### src/rtl/fsm_pkg.sv
// Shared definitions for the FSM vector sequencer: FSM state codes,
// sequencer states and bit positions inside stimulus/expected/result words.
package fsm_pkg;

  localparam logic [2:0] S_I8 = 3'd0;
  localparam logic [2:0] S_Z4 = 3'd1;
  localparam logic [2:0] S_P6 = 3'd2;
  localparam logic [2:0] S_F3 = 3'd3;
  localparam logic [2:0] S_K5 = 3'd4;
  localparam logic [2:0] S_Z6 = 3'd5;

  typedef enum logic [1:0] {
    SEQ_IDLE = 2'd0,
    SEQ_RUN  = 2'd1,
    SEQ_DONE = 2'd2
  } seq_state_t;

  // Stimulus word {A0,A4,I3}
  localparam int VEC_W  = 3;
  localparam int VEC_A0 = 2;
  localparam int VEC_A4 = 1;
  localparam int VEC_I3 = 0;

  // Expected/result word {state[2:0],U4,U8,O3}
  localparam int RES_W      = 6;
  localparam int RES_ST_LSB = 3;
  localparam int RES_U4     = 2;
  localparam int RES_U8     = 1;
  localparam int RES_O3     = 0;

  // Stored entry is {vec, exp}
  localparam int ENTRY_W = VEC_W + RES_W;

  function automatic logic [RES_W-1:0] pack_result(input logic [2:0] st,
                                                   input logic u4,
                                                   input logic u8,
                                                   input logic o3);
    return {st, u4, u8, o3};
  endfunction

endpackage

### src/rtl/seq_ram.sv
// Vector/expected store plus the captured-result array. Both read ports are
// combinational because the FSM inputs must follow the run index in the same cycle.
module seq_ram
  import fsm_pkg::*;
#(
  parameter int DEPTH = 8,
  localparam int AW = $clog2(DEPTH)
) (
  input  logic               clk,
  input  logic               rst,
  input  logic               i_wr_en,
  input  logic [AW-1:0]      i_wr_addr,
  input  logic [ENTRY_W-1:0] i_wr_data,
  input  logic [AW-1:0]      i_rd_addr,
  output logic [ENTRY_W-1:0] o_rd_data,
  input  logic               i_res_we,
  input  logic [AW-1:0]      i_res_addr,
  input  logic [RES_W-1:0]   i_res_data,
  input  logic [AW-1:0]      i_res_rd_addr,
  output logic [RES_W-1:0]   o_res_rd_data
);

  logic [ENTRY_W-1:0] r_entry [DEPTH];
  logic [RES_W-1:0]   r_res   [DEPTH];

  // The list itself survives reset; only the count in the top forgets it.
  always_ff @(posedge clk) begin
    if (i_wr_en) begin
      r_entry[i_wr_addr] <= i_wr_data;
    end
  end

  always_ff @(posedge clk) begin
    if (rst) begin
      for (int k = 0; k < DEPTH; k++) begin
        r_res[k] <= '0;
      end
    end else if (i_res_we) begin
      r_res[i_res_addr] <= i_res_data;
    end
  end

  assign o_rd_data     = r_entry[i_rd_addr];
  assign o_res_rd_data = r_res[i_res_rd_addr];

endmodule

### src/rtl/fsm_vec_sequencer.sv
// Replays a loaded vector list into the external Mealy FSM one vector per clock,
// captures state/outputs each cycle and scores them against expected words.
module fsm_vec_sequencer
  import fsm_pkg::*;
#(
  parameter int DEPTH = 8,
  localparam int AW = $clog2(DEPTH)
) (
  input  logic             clk,
  input  logic             rst,
  input  logic             clr,
  input  logic             wr_en,
  input  logic [VEC_W-1:0] wr_vec,
  input  logic [RES_W-1:0] wr_exp,
  input  logic             start,
  output logic             busy,
  output logic             done,
  output logic             pass,
  output logic [AW:0]      fail_cnt,
  output logic [AW-1:0]    first_fail,
  output logic             overflow,
  output logic [AW:0]      count,
  input  logic [AW-1:0]    rd_addr,
  output logic [RES_W-1:0] rd_data,
  output logic             fsm_a0,
  output logic             fsm_a4,
  output logic             fsm_i3,
  output logic             fsm_rst_b,
  input  logic             fsm_u4,
  input  logic             fsm_u8,
  input  logic             fsm_o3,
  input  logic [2:0]       fsm_state
);

  seq_state_t r_state, w_state_next;

  logic [AW:0]          r_count;
  logic [AW-1:0]        r_idx;
  logic [AW:0]          r_fail_cnt;
  logic [AW-1:0]        r_first_fail;
  logic                 r_pass;
  logic                 r_overflow;

  logic [ENTRY_W-1:0]   w_entry;
  logic [VEC_W-1:0]     w_vec;
  logic [RES_W-1:0]     w_exp;
  logic [RES_W-1:0]     w_capture;
  logic                 w_mismatch;
  logic                 w_last;
  logic                 w_full;
  logic                 w_wr_accept;
  logic                 w_running;

  assign w_vec      = w_entry[ENTRY_W-1 -: VEC_W];
  assign w_exp      = w_entry[RES_W-1:0];
  assign w_capture  = pack_result(fsm_state, fsm_u4, fsm_u8, fsm_o3);
  assign w_mismatch = (w_capture != w_exp);
  assign w_last     = ({1'b0, r_idx} == (r_count - 1'b1));
  assign w_full     = (r_count == (AW+1)'(DEPTH));
  assign w_running  = (r_state == SEQ_RUN);

  // start and clr both take priority over a write issued in the same cycle.
  assign w_wr_accept = (r_state == SEQ_IDLE) && wr_en && !start && !clr && !w_full;

  seq_ram #(.DEPTH(DEPTH)) u_ram (
    .clk           (clk),
    .rst           (rst),
    .i_wr_en       (w_wr_accept),
    .i_wr_addr     (r_count[AW-1:0]),
    .i_wr_data     ({wr_vec, wr_exp}),
    .i_rd_addr     (r_idx),
    .o_rd_data     (w_entry),
    .i_res_we      (w_running),
    .i_res_addr    (r_idx),
    .i_res_data    (w_capture),
    .i_res_rd_addr (rd_addr),
    .o_res_rd_data (rd_data)
  );

  always_comb begin
    w_state_next = r_state;
    busy         = 1'b0;
    done         = 1'b0;
    fsm_rst_b    = 1'b0;
    fsm_a0       = 1'b0;
    fsm_a4       = 1'b0;
    fsm_i3       = 1'b0;
    case (r_state)
      SEQ_IDLE: begin
        if (start) begin
          w_state_next = (r_count == '0) ? SEQ_DONE : SEQ_RUN;
        end
      end
      SEQ_RUN: begin
        busy      = 1'b1;
        fsm_rst_b = 1'b1;
        fsm_a0    = w_vec[VEC_A0];
        fsm_a4    = w_vec[VEC_A4];
        fsm_i3    = w_vec[VEC_I3];
        if (w_last) begin
          w_state_next = SEQ_DONE;
        end
      end
      SEQ_DONE: begin
        done         = 1'b1;
        w_state_next = SEQ_IDLE;
      end
      default: w_state_next = SEQ_IDLE;
    endcase
  end

  always_ff @(posedge clk) begin
    if (rst) begin
      r_state      <= SEQ_IDLE;
      r_count      <= '0;
      r_idx        <= '0;
      r_fail_cnt   <= '0;
      r_first_fail <= '0;
      r_pass       <= 1'b0;
      r_overflow   <= 1'b0;
    end else begin
      r_state <= w_state_next;
      case (r_state)
        SEQ_IDLE: begin
          if (start) begin
            r_idx        <= '0;
            r_fail_cnt   <= '0;
            r_first_fail <= '0;
            if (r_count == '0) begin
              r_pass <= 1'b1;
            end
          end else if (clr) begin
            r_count      <= '0;
            r_overflow   <= 1'b0;
            r_pass       <= 1'b0;
            r_fail_cnt   <= '0;
            r_first_fail <= '0;
          end else if (wr_en) begin
            if (w_full) begin
              r_overflow <= 1'b1;
            end else begin
              r_count <= r_count + 1'b1;
            end
          end
        end
        SEQ_RUN: begin
          r_idx <= r_idx + 1'b1;
          if (w_mismatch) begin
            r_fail_cnt <= r_fail_cnt + 1'b1;
            if (r_fail_cnt == '0) begin
              r_first_fail <= r_idx;
            end
          end
          // pass is settled on the last compare so it is valid alongside done.
          if (w_last) begin
            r_pass <= !w_mismatch && (r_fail_cnt == '0);
          end
        end
        default: ;
      endcase
    end
  end

  assign pass       = r_pass;
  assign fail_cnt   = r_fail_cnt;
  assign first_fail = r_first_fail;
  assign overflow   = r_overflow;
  assign count      = r_count;

endmodule

### config.mk
export PLATFORM = sky130hd
export DESIGN_NAME = fsm_vec_sequencer
export DESIGN_NICKNAME = d
export VERILOG_FILES = /design/src/rtl/fsm_pkg.sv /design/src/rtl/seq_ram.sv /design/src/rtl/fsm_vec_sequencer.sv
export SDC_FILE = /design/constraint.sdc
export NUM_CORES = 1
export LEC_CHECK = 0
export CORE_UTILIZATION = 45
export CTS_CLUSTER_SIZE = 16
export DETAILED_ROUTE_END_ITERATION = 7
export GPL_TIMING_DRIVEN = 0
export MAX_ROUTING_LAYER = met4
export PLACE_DENSITY = 0.66
export SYNTH_ARGS = -nofsm -noshare
export SYNTH_HDL_FRONTEND = slang
export SYNTH_HIERARCHICAL = 1
export SYNTH_SLANG_ARGS = --single-unit
### constraint.sdc
create_clock -name clk -period 4.2 [get_ports clk]
set_clock_uncertainty 0.05 [all_clocks]
set_input_delay 1.26 -clock clk [delete_from_list [all_inputs] [get_ports clk]]
set_output_delay 1.26 -clock clk [all_outputs]
set_load 0.01 [all_outputs]
==> results of run 1 <==
==> tightest hold or removal path: stages (launching register included) <==
cell	delay [ns]
dfxtp_1	0.31
nand2_1	0.05
o32ai_1	0.07
==> state kept, by name (all words and copies together), names as in the netlist <==
signal / count
u_ram/r_entry: 72
u_ram/r_res: 48
count: 4
fail_cnt: 4
first_fail: 3
r_idx: 3
r_state: 2
overflow: 1
pass: 1
==> Yosys cell counts (5+ instances only) <==
cell and number:
nand2_1 12, nand2b_1 6, buf_2 5, nor2_1 15, nand4_1 6, mux2_2 15
inv_1 12, nor3_1 53, a21oi_1 9, dfxtp_1 18, xnor2_1 6, ha_1 5
clkinv_1 6, o21bai_1 9, mux4_1 18, mux4_2 12, clkbuf_1 14, edfxtp_1 120
o21ai_0 11
==> timing repair <==
item | in CTS | in global routing
endpoints found under the setup margin | 9 | 3
resized for setup | 20 | 1
cloned | 2 | 0
==> layout make-up <==
type,count,area (µm²),share of cell area
Buffer,26,160,0.0210
Clock buffer,18,429,0.0561
Clock inverter,14,244,0.0319
Inverter,18,67.6,0.00884
Multi-Input combinational cell,228,2070,0.271
Sequential cell,138,3960,0.519
Tap cell,176,220,0.0288
Timing Repair Buffer,48,490,0.0642
==> metrics by stage <==
stage / cells / setup slack [ns] / setup TNS [ns] / hold slack [ns]
4_1_cts: 666 / 0.0407 / 0 / 0.435
2_1_floorplan: 410 / 0.546 / 0 / 0.445
6_report: 666 / 0.0660 / 0 / 0.432
3_3_place_gp: 632 / -0.657 / -11.85 / 0.438
3_5_place_dp: 632 / -0.656 / -6.63 / 0.426
5_1_grt: 666 / 0.00478 / 0 / 0.452
==> path summary, 6_finish.rpt <==
path / startpoint / end / slack (ns) / depth (start not counted)
worst min-delay path: first_fail[1] / first_fail[1] / 0.43 / 2
worst max register to register: r_state[1] / u_ram/r_res[3][4] / 0.95 / 6
worst max-delay path: rd_addr[2] / rd_data[0] / 0.07 / 5
worst min register to register: first_fail[1] / first_fail[1] / 0.43 / 2
==> cell families after synthesis <==
kind of cell / after synthesis
fa+ha+maj: 5
compound gates: 49
buf+inv: 44
xor+xnor: 9
mux: 45
simple gates: 120
flops: 138
==> power groups by stage <==
stage          sequential [W]  clock (W)  combinational [W]
3_3_place_gp          0.00155          0           0.000173
3_5_place_dp          0.00155          0           0.000177
6_report              0.00152    0.00167           0.000180
2_1_floorplan         0.00155          0          0.0000983
5_1_grt               0.00152    0.00175           0.000195
4_1_cts               0.00152    0.00170           0.000181
==> metal layers <==
metal  vias to the layer above  global-route usage  share of wire
met5                         -                   -              0
met4                         0              0.0766          0.018
met3                        20              0.0466          0.053
met2                       114               0.322           0.51
met1                      1903               0.256           0.42
li1                       1768                   -              -
==> results.md, run 1 <==
- The flow ran to the end, and the final reports show no timing, DRC or antenna violations.
- The number of synthesized register bits is 138.
- The fraction of the mapped netlist area in simple logic gates is 0.103.
- The dominant delay contributor by cell family on the critical path is buffers and inverters.
- The number of setup buffers added after CTS is 0.
- The floorplan has 42 rows.
- Setup repair after global routing left no endpoint under its margin.
- The count of mapped cells out of synthesis is just over 400.
- The CTS tree is built.
- The number of primary I/O pins is 48.
- The number of nets in the synthesized netlist is 438.
- Once detailed placement completed, the half-perimeter wirelength came to 8440 µm.
- The worst path arrival time is 2.82 ns.
- The internal power contribution is 0.00271 W.
- The DRC violation total after the first TritonRoute iteration is approximately 360.
- The synthesized design contains between 100 and 150 enable-type register cells.
- The global-route usage over all layers is 0.203.
- For this design the total switching power over the nets is 0.000661 W.
- The library cell used most frequently in the layout, excluding fill and tap cells, is edfxtp_1.
- The via count of the routed design is 3,805.
- The clock passes through at most 2 buffers.
- The via count of the first global-routing pass is 3,836.
- From bottom edge to top edge, the die measures about 120 µm.
- The average instance area after synthesis is 15.2 µm².
- The count of nets left with antenna violations once routing finished came out at 0.
- The post-detailed-routing wire length is 13,100 µm.
- At the end of the flow the core is filled with cells to 0.573.
- The number of antenna repair diodes is 0.
- Of the total synthesized cell area, the portion taken by XOR and XNOR cells is 0.0157.
- Yosys printed 6 warnings.
- Dividing the detail-routed wire length by the instance count gives just under 20 µm.
- Of the post-synthesis cell area, the dominant cell type holds 0.579.
- The number of sinks handled by clock tree synthesis is 138.
- The number of max-cap violations is 0.
- The number of pins exceeding their max-slew limit in the final report was 0.
- The area growth from synthesis to final layout is 22.7%.
- The clock input transition at the sequential cells of the worst setup and hold paths is 0.06 ns.
- For the pin with the worst max-slew slack, the measured transition is 1.08 ns.
- The complex-gate fraction of the synthesized area is 0.0556.
- The number of clock buffers added by TritonCTS is 17.
- In this run the power density over the cells is 441 nW/µm².
- On the worst path, the slowest cell contributes a delay of 0.48 ns.
- Setup violations remaining at the end of the flow were counted as 0.
- The die extent in x is 120 µm.
- The proportion of power drawn by the clock network is 0.496.
- STA classifies the critical path endpoint as an output port.
- The worst setup path is launched from an input port.
- The initial utilization of the core area, before any placement, comes to 0.467.
- The final non-filler cell area is roughly 7600 µm².
- Leaving out fill and tap cells, the most frequent cells in the layout are 120 x edfxtp_1, 51 x nor3_1, 39 x clkdlybuf4s50_1.
- The synthesized netlist contains between 50 and 60 unique library cells.
- The critical-path cell with the highest stage delay is clkdlybuf4s50_1.
- The congestion estimate from routability-driven global placement came to 0.787.
- Of the synthesized area, sequential elements account for 0.636.
- The class of the tightest hold or removal check is flop to flop.
- Clock tree synthesis selected as its root buffer the cell clkbuf_16.
- The cell area that synthesis handed to floorplanning was roughly 6200 µm².
- The iteration count of the initial detailed-routing pass is 4.
- The mux cell area share after synthesis is 0.146.
- The share of the clock period used by the worst path after layout is 0.984.
- The static leakage is around 2.5 nW.
- The worst slew slack as a fraction of its limit is 0.280.
- The later pin in the worst-skew pair is clocked with a latency of 0.41 ns.
- The placeable core area is 13,300 µm².
- The post-layout total power is 0.00337 W.
- Of the total power, the share spent switching nets is 0.196.
- For this run, design rule violations remaining after detail routing come to 0.
- Buffers placed on the I/O ports in this run total 46.
- Entering global routing, the biggest net connects 17 pins.
- The number of inserted filler cells in the final layout is 1,095.
- The share of total power dissipated in combinational logic is 0.053.
- The adder-cell share of the synthesized area is 0.0100.
- The combinational family with the most area after synthesis is multiplexers.
- For the worst setup path, the data required time is 2.89 ns.
- The sum of overflow across all layers after global routing is 0.
- The number of antenna violations at the first check in global routing is 0.
- The category of the most critical setup path is input port to output port.
- The largest vdd supply drop is 0.384 mV.
- The commonest register cell after synthesis is edfxtp_1.
- Derived from the worst setup path, the maximum achievable clock frequency is 242 MHz.
- After detailed routing, the number of vias per cell comes to 5.71.
- The highest net fanout along the worst path is 5.
- The count of endpoints failing hold in the final timing report is 0.
- The first global-routing pass estimated 20,800 µm of wire.
- The cts-stage hold buffer count is 0.
- For this run, the post-layout net count is just over 500.
- The share of async-settable or async-resettable flops after synthesis is 0.
- After detailed placement, the total cell area comes to 6920 µm².
- The H-tree depth is 4.
- In the post-synthesis netlist, the biggest area contributors are edfxtp_1 58%, mux4_1 7.6%, dfxtp_1 5.8%, mux4_2 4.3%, nor3_1 4.3%.
- Counting I/O delays and the setup requirement, the final critical path takes about 4.1 ns.
- The signal on the critical path passes through dlygate4sd2_1 > buf_6 > mux4_2 > mux2_2 > clkdlybuf4s50_1.
- In the final layout, the share of cells above drive strength 1 is 0.167.
- The total die area is between 10,000 and 15,000 µm².
- The share of total power in sequential cells is 0.451.
- Together, buffers and inverters on the worst path number 3.
- The cell accounting for the most synthesized area is edfxtp_1.
Note: power is estimated with default switching activity, not from simulation.
==> run 2: changes to the inputs <==
- ABC_AREA: not set -> 1
- GPL_ROUTABILITY_DRIVEN: not set -> 0
- SYNTH_HIERARCHICAL: 1 -> not set
==> results.md, run 2 <==
- The proportion of power drawn by the clock network is 0.474 (-0.022).
- The count of endpoints failing hold in the final timing report is 0 (unchanged).
- The worst slew slack as a fraction of its limit is 0.270 (-0.0102).
- The final-stage net count was 753 (+49%).
- The worst setup path is of the input port to output port kind.
- The via count of the routed design is 4,770 (+25%).
- The cell area power density came to 446 nW/µm² (+1.1%).
- The clock input transition at the sequential cells of the worst setup and hold paths is 0.06 ns (about the same).
- Grouping stages by cell kind, the critical path spends the most delay in buffers and inverters.
- The largest register by flop count is u_ram.r_entry.
- The static leakage is 3.04 nW (+22%).
- The first-pass GRT wire length is 23,300 µm (+12%).
- The delay of the slowest cell on the worst path is 0.46 ns (-0.02 ns).
- The worst path arrival time came to 2.80 ns (-0.02 ns).
- The average wire per cell in the routed design is 15.9 µm (-19%).
- The maximum number of pins on one net before global-route repair is 17 (unchanged).
- The number of I/O port buffers is 46 (unchanged).
- The highest net fanout along the worst path was 10 (+5).
- The share of total power in combinational logic is 0.070 (+0.017).
- The number of cells in the finished layout apart from fillers is 914 (+37%).
- The tightest hold margin is 0.406 ns (-0.0255 ns).
- STA classifies the critical path startpoint as an input port.
- The vertical extent of the die was 121 µm (+0.71%).
- The data required time at the worst endpoint was 2.89 ns (about the same).
- The share of async-settable or async-resettable flops after synthesis was 0 (unchanged).
- The H-tree depth came to 4 (unchanged).
- The number of inserted filler cells in the final layout is 1,172 (+7.0%).
- The critical-path cell with the highest stage delay is clkdlybuf4s50_1.
- The post-CTS setup buffer count was 0 (unchanged).
- The share of total power in sequential cells is 0.457 (+0.006).
- The endpoint type of the worst setup path is an output port.
- The buffer depth of the longest clock path is 2 (unchanged).
- The setup slack after layout was 0.0946 ns (+0.0286 ns).
- The flip-flop count of the largest register, all copies and words added was 72 (unchanged).
- The fraction of layout instances using a drive strength above 1 came to 0.0799 (-0.0874).
- Traced cell by cell, the critical path runs through clkdlybuf4s50_1 > inv_1 > clkbuf_4 > o21ai_0 > o22ai_1 > nor2_1 > a31oi_1 > dlygate4sd2_1.
- The average instance area after synthesis was 9.59 µm² (-37%).
- Counting instances in the post-synthesis netlist gives the leading cell types as 163 x nor2_1, 120 x edfxtp_1, 100 x nand2_1.
- The number of antenna repair diodes is 0 (unchanged).
- The number of max-cap violations is 0 (unchanged).
- The post-layout minimum cycle time is 4.11 ns (-0.0286 ns).
- The summed negative setup slack over all endpoints is 0 ns (unchanged).
- The number of pins exceeding their max-slew limit in the final report came to 0 (unchanged).
- The count of cell types in the netlist came to 30 (-43%).
- The number of synthesized register bits is 141 (+2.2%).
- The share of the clock period used by the worst path after layout is 0.977 (-0.00682).
- The most numerous cell in the Yosys netlist is nor2_1.
- The flow ran to the end, and the final reports show no timing, DRC or antenna violations.
- The number of buffers added by the clock tree synthesis step is 17 (unchanged).
- The clock tree root driver cell is clkbuf_16.
- The estimated wirelength of the detail-placed design is 9810 µm (+16%).
- The net switching share of the total power came to 0.210 (+0.0147).
- The count of endpoints failing setup in the final report is 0 (unchanged).
- Setup repair after global routing left no endpoint under its margin.
- The commonest register cell after synthesis is edfxtp_1.
- The number of sinks handled by clock tree synthesis was 141 (+2.2%).
- The iteration count of the initial detailed-routing pass was 5 (+1).
- The synthesis warning total is 0 (-6).
- TritonCTS built the clock tree.
- The post-detailed-route DRC marker count was 0 (unchanged).
- After synthesis, the cell types taking the most area are edfxtp_1 57%, nor2_1 9.7%, dfxtp_1 6.7%, nand2_1 5.9%, inv_1 4.0%.
- The library cell used most frequently in the layout, excluding fill and tap cells, is nor2_1.
- The area of the multi-input gates is 1890 µm² (-8.4%).
- The area share of the leading cell type in the synthesized netlist came to 0.570 (-0.00836).
- The largest registers in the layout are u_ram.r_entry x72, u_ram.r_res x48.
- The number of antenna violations at the first check in global routing is 0 (unchanged).
- The post-detailed-routing wire length is 14,600 µm (+11%).
- The row count is 42 (unchanged).
- The count of mapped cells out of synthesis came to 659 (+61%).
- The placeable core area is 13,500 µm² (+0.79%).
- The count of antenna-violating nets left after detailed routing was 0 (unchanged).
- The fraction of the yosys area taken by sequential cells is 0.637 (about the same).
- The placed instance count is 882 (+40%).
- The area taken by flip-flops and latches is 4020 µm² (+1.5%).
- The library cells used most frequently in the layout, excluding fill and tap cells, are 163 x nor2_1, 120 x edfxtp_1, 100 x nand2_1.
- The class of the tightest hold or removal check is flop to flop.
- The internal power contribution is 0.00270 W (-0.32%).
- The post-detailed-route via-to-cell ratio is 5.22 (-8.7%).
- The actual slew at the worst max-slew pin is 1.09 ns (+0.0153 ns).
- The die extent in x came to 121 µm (+0.71%).
- The total nets after synthesis was 687 (+57%).
- The insertion delay to the later sink of the worst-skew pair was 0.42 ns (about the same).
- The maximum clock rate came to 244 MHz (+0.70%).
- The global-route usage over all layers came to 0.221 (+0.0176).
- The area growth from synthesis to final layout is 21.4%.
- The sum of overflow across all layers after global routing is 0 (unchanged).
- The total die area is 14,500 µm² (+1.4%).
- The number of enable-type register cells in the synthesized netlist was 120 (unchanged).
- The synthesized cell area is 6320 µm² (+1.5%).
- The worst slack at placement was -0.532 ns (+0.124 ns).
- The starting density of the core is 0.470 (+0.00314).
- The number of primary I/O pins is 48 (unchanged).
- Of all cell types, the one taking the most synthesized area is edfxtp_1.
- The net switching power is 0.000721 W (+9.2%).
- The DRC violation total after the first TritonRoute iteration was 434 (+20%).
- The worst path buffer plus inverter count is 4 (+1).
- The via count of the first global-routing pass came to 4,706 (+23%).
- The largest vdd supply drop is 0.258 mV (-33%).
[run 2: cell count changes after synthesis, moves of 7 or more]
cell,delta
a31oi_1,+7
inv_1,+56
mux2_2,-15
mux4_1,-18
mux4_2,-12
nand2_1,+88
nand3_1,+33
nor2_1,+148
nor3_1,-47
o21ai_0,+35
o21ai_1,+8
o21bai_1,-9
o22ai_1,+9
[run 2: worst paths after layout]
path | from | to | slack, ns | cells past startpoint
worst max-delay path | rd_addr[1] | rd_data[4] | 0.09 | 8
worst min-delay path | overflow | overflow | 0.41 | 2
worst max register to register | count[1] | u_ram.r_entry[7][0] | 1.11 | 9
worst min register to register | overflow | overflow | 0.41 | 2
[run 2: metrics by stage]
stage	util	power (W)	area (µm²)
3_3_place_gp	0.520	0.00183	7000
4_1_cts	0.571	0.00344	7680
5_1_grt	0.570	0.00353	7670
6_report	0.570	0.00343	7670
2_1_floorplan	-	0.00172	6320
3_5_place_dp	0.523	0.00183	7030
[run 2: layout make-up]
type                            instances  area share
Sequential cell                       141       0.524
Multi-Input combinational cell        415       0.247
Timing Repair Buffer                   47      0.0598
Clock buffer                           20      0.0582
Inverter                               78      0.0381
Tap cell                              176      0.0287
Clock inverter                         12      0.0251
Buffer                                 25      0.0189
[run 2: kinds of logic (layout without fill, tap and decap cells)]
kind of cell / Yosys count / count (layout) / share of synthesized area
xor+xnor: 6 / 6 / 0.00832
fa+ha+maj: 5 / 5 / 0.00990
simple gates: 321 / 321 / 0.207
compound gates: 83 / 83 / 0.0715
flops: 141 / 141 / 0.637
buf+inv: 103 / 182 / 0.0667
[run 2: power by group through the flow]
stage	sequential, W	combinational, W	clock [W]
after detailed placement	0.00159	0.000240	0
after global placement	0.00159	0.000235	0
after global routing	0.00157	0.000267	0.00170
after floorplan	0.00159	0.000131	0
final	0.00156	0.000238	0.00162
after CTS	0.00156	0.000238	0.00164
[run 2: repair_timing]
item / CTS / global route
endpoints found under the hold margin: 0 / 0
resized for setup: 17 / 3
hold buffers: 0 / 0
gates cloned: 0 / 0
endpoints found under the setup margin: 6 / 1
[run 2: tightest hold or removal path, stage by stage (launching register included)]
cell and delay (ns):
dfxtp_1 0.31, inv_1 0.05, a21oi_1 0.05
[run 2: routing by layer]
| metal | track usage | routed length [µm] |
|---|---|---|
| met5 | - | 0 |
| met4 | 0.0872 | 221 |
| met3 | 0.0481 | 941 |
| met2 | 0.347 | 7090 |
| met1 | 0.280 | 6300 |
==> run 3: changes to the inputs <==
- MAX_ROUTING_LAYER: met4 -> not set
==> results.md, run 3 (synthesized netlist as in run 2, its figures left out) <==
- u_ram.r_entry holds more flip-flops than any other register.
- The worst path arrival time is 2.79 ns (about the same).
- Setup repair after global routing left no endpoint under its margin.
- The run finished with clean final reports.
- The row count is 42 (unchanged).
- The placed instance count is 882 (unchanged).
- The starting density of the core is 0.470 (unchanged).
- The cell area power density is 447 nW/µm² (+0.15%).
- The largest registers in the layout are u_ram.r_entry x72, u_ram.r_res x48.
- The highest net fanout along the worst path is 10 (unchanged).
- The actual slew at the worst max-slew pin was 1.10 ns (+0.0103 ns).
- The count of endpoints failing hold in the final timing report is 0 (unchanged).
- The worst setup path is of the input port to output port kind.
- The post-detailed-routing wire length was 14,600 µm (+0.26%).
- The sum of overflow across all layers after global routing is 0 (unchanged).
- The fraction of layout instances using a drive strength above 1 is 0.0799 (unchanged).
- The via count of the routed design is 4,754 (-0.34%).
- The number of antenna repair diodes was 0 (unchanged).
- The vertical extent of the die came to 121 µm (unchanged).
- The post-layout minimum cycle time is 4.10 ns (-0.00591 ns).
- The total die area is 14,500 µm² (unchanged).
- The average wire per cell in the routed design was 16.0 µm (+0.26%).
- The area growth from synthesis to final layout came to 21.4% (unchanged).
- The data required time at the worst endpoint came to 2.89 ns (about the same).
- The number of pins exceeding their max-slew limit in the final report is 0 (unchanged).
- The buffer depth of the longest clock path came to 2 (unchanged).
- The net switching power is 0.000726 W (+0.74%).
- The estimated wirelength of the detail-placed design is 9810 µm (unchanged).
- The share of the clock period used by the worst path after layout is 0.976 (-0.00141).
- The number of antenna violations at the first check in global routing is 0 (unchanged).
- The worst setup path is launched from an input port.
- The proportion of power drawn by the clock network is 0.474 (about the same).
- The number of I/O port buffers is 46 (unchanged).
- The met2 demand-to-capacity share in global routing is 0.347 (-0.000359).
- The number of primary I/O pins was 48 (unchanged).
- The global-route usage over all layers is 0.215 (-0.00623).
- The clock tree root driver cell is clkbuf_16.
- The min-delay analysis places its worst path in the category flop to flop.
- The DRC violation total after the first TritonRoute iteration is 430 (-0.92%).
- The internal power contribution is 0.00270 W (about the same).
- The first-pass GRT wire length is 23,300 µm (about the same).
- The share of total power in sequential cells is 0.456 (about the same).
- The clock input transition at the sequential cells of the worst setup and hold paths is 0.06 ns (about the same).
- Among all stages on the critical path, the largest delay is contributed by clkdlybuf4s50_1.
- Leaving out fill and tap cells, the most frequent cells in the layout are 163 x nor2_1, 120 x edfxtp_1, 100 x nand2_1.
- The die extent in x is 121 µm (unchanged).
- The placeable core area is 13,500 µm² (unchanged).
- The number of buffers added by the clock tree synthesis step is 17 (unchanged).
- The post-detailed-route via-to-cell ratio was 5.20 (-0.34%).
- The met1 track demand over resource in global routing is 0.280 (unchanged).
- The iteration count of the initial detailed-routing pass was 5 (unchanged).
- The post-detailed-route DRC marker count is 0 (unchanged).
- The worst slack at placement was -0.532 ns (unchanged).
- The net switching share of the total power is 0.212 (+0.00125).
- The H-tree depth is 4 (unchanged).
- The insertion delay to the later sink of the worst-skew pair was 0.42 ns (about the same).
- The maximum number of pins on one net before global-route repair is 17 (unchanged).
- The share of total power in combinational logic came to 0.069 (about the same).
- The number of max-cap violations came to 0 (unchanged).
- The flip-flop count of the largest register, all copies and words added is 72 (unchanged).
- After global routing, the most crowded layer is met2.
- Traced cell by cell, the critical path runs through clkdlybuf4s50_1 > inv_1 > clkbuf_4 > o21ai_0 > o22ai_1 > nor2_1 > a31oi_1 > dlygate4sd2_1.
- The CTS tree is built.
- The number of sinks handled by clock tree synthesis is 141 (unchanged).
- The final-stage net count is 753 (unchanged).
- The worst slew slack as a fraction of its limit was 0.263 (-0.00690).
- The cts-stage hold buffer count is 0 (unchanged).
- The endpoint type of the worst setup path is an output port.
- The setup slack after layout was 0.100 ns (+0.00591 ns).
- The largest vdd supply drop is 0.258 mV (about the same).
- The library cell used most frequently in the layout, excluding fill and tap cells, is nor2_1.
- The static leakage was 3.04 nW (unchanged).
- The delay of the slowest cell on the worst path came to 0.46 ns (about the same).
- The maximum clock rate is 244 MHz (+0.14%).
- The routing usage on met3 is 0.0486 (+0.000472).
- The number of cells in the finished layout apart from fillers is 914 (unchanged).
- The via count of the first global-routing pass is 4,713 (+0.15%).
- The count of antenna-violating nets left after detailed routing is 0 (unchanged).
- The count of endpoints failing setup in the final report is 0 (unchanged).
[run 3: cell counts in the layout (fill, tap and decap cells not counted)]
No cell type changed its count.
[run 3: power by group through the flow]
stage,Combinational [W],Clock [W],Sequential (W)
2_1_floorplan,0.000131,0,0.00159
3_3_place_gp,0.000235,0,0.00159
3_5_place_dp,0.000240,0,0.00159
4_1_cts,0.000238,0.00164,0.00156
5_1_grt,0.000267,0.00170,0.00157
6_report,0.000238,0.00163,0.00156
[run 3: what timing repair did]
item | CTS | global route
setup endpoints to repair | 6 | 1
gates cloned | 0 | 0
buffers inserted | 0 | 0
resized for setup | 17 | 3
[run 3: cell type report]
| class | instances | area (µm²) |
|---|---|---|
| Multi-Input combinational cell | 415 | 1890 |
| Sequential cell | 141 | 4020 |
| Inverter | 78 | 293 |
| Fill cell | 1172 | 5780 |
| Buffer | 25 | 145 |
| Tap cell | 176 | 220 |
| Clock inverter | 12 | 193 |
| Timing Repair Buffer | 47 | 459 |
| Clock buffer | 20 | 447 |
[run 3: metal layers]
metal | wire (µm) | part of all wire
met5 | 0 | 0
met4 | 299 | 0.020
met1 | 6430 | 0.44
met3 | 802 | 0.055
met2 | 7060 | 0.48
[run 3: worst max-delay path: cells and delay by family]
| kind | cells | cell delay, ns |
|---|---|---|
| and+or+nand+nor | 1 | 0.07 |
| buffers and inverters | 4 | 1.05 |
| AOI/OAI and AO/OA | 3 | 0.42 |
[run 3: path summary, 6_finish.rpt]
kind,start,end,slack [ns],cells after the start
max,rd_addr[1],rd_data[4],0.10,8
min reg2reg,overflow,overflow,0.41,2
min,overflow,overflow,0.41,2
max reg2reg,count[1],u_ram.r_entry[0][4],1.12,9
[run 3: per-stage QoR]
| stage | hold slack [ns] | setup TNS (ns) | power, W | area (µm²) | utilization |
|---|---|---|---|---|---|
| 2_1_floorplan | 0.424 | 0 | 0.00172 | 6320 | - |
| 3_3_place_gp | 0.396 | -4.88 | 0.00183 | 7000 | 0.520 |
| 3_5_place_dp | 0.391 | -2.98 | 0.00183 | 7030 | 0.523 |
| 4_1_cts | 0.409 | 0 | 0.00344 | 7680 | 0.571 |
| 5_1_grt | 0.457 | 0 | 0.00353 | 7670 | 0.570 |
| 6_report | 0.407 | 0 | 0.00343 | 7670 | 0.570 |
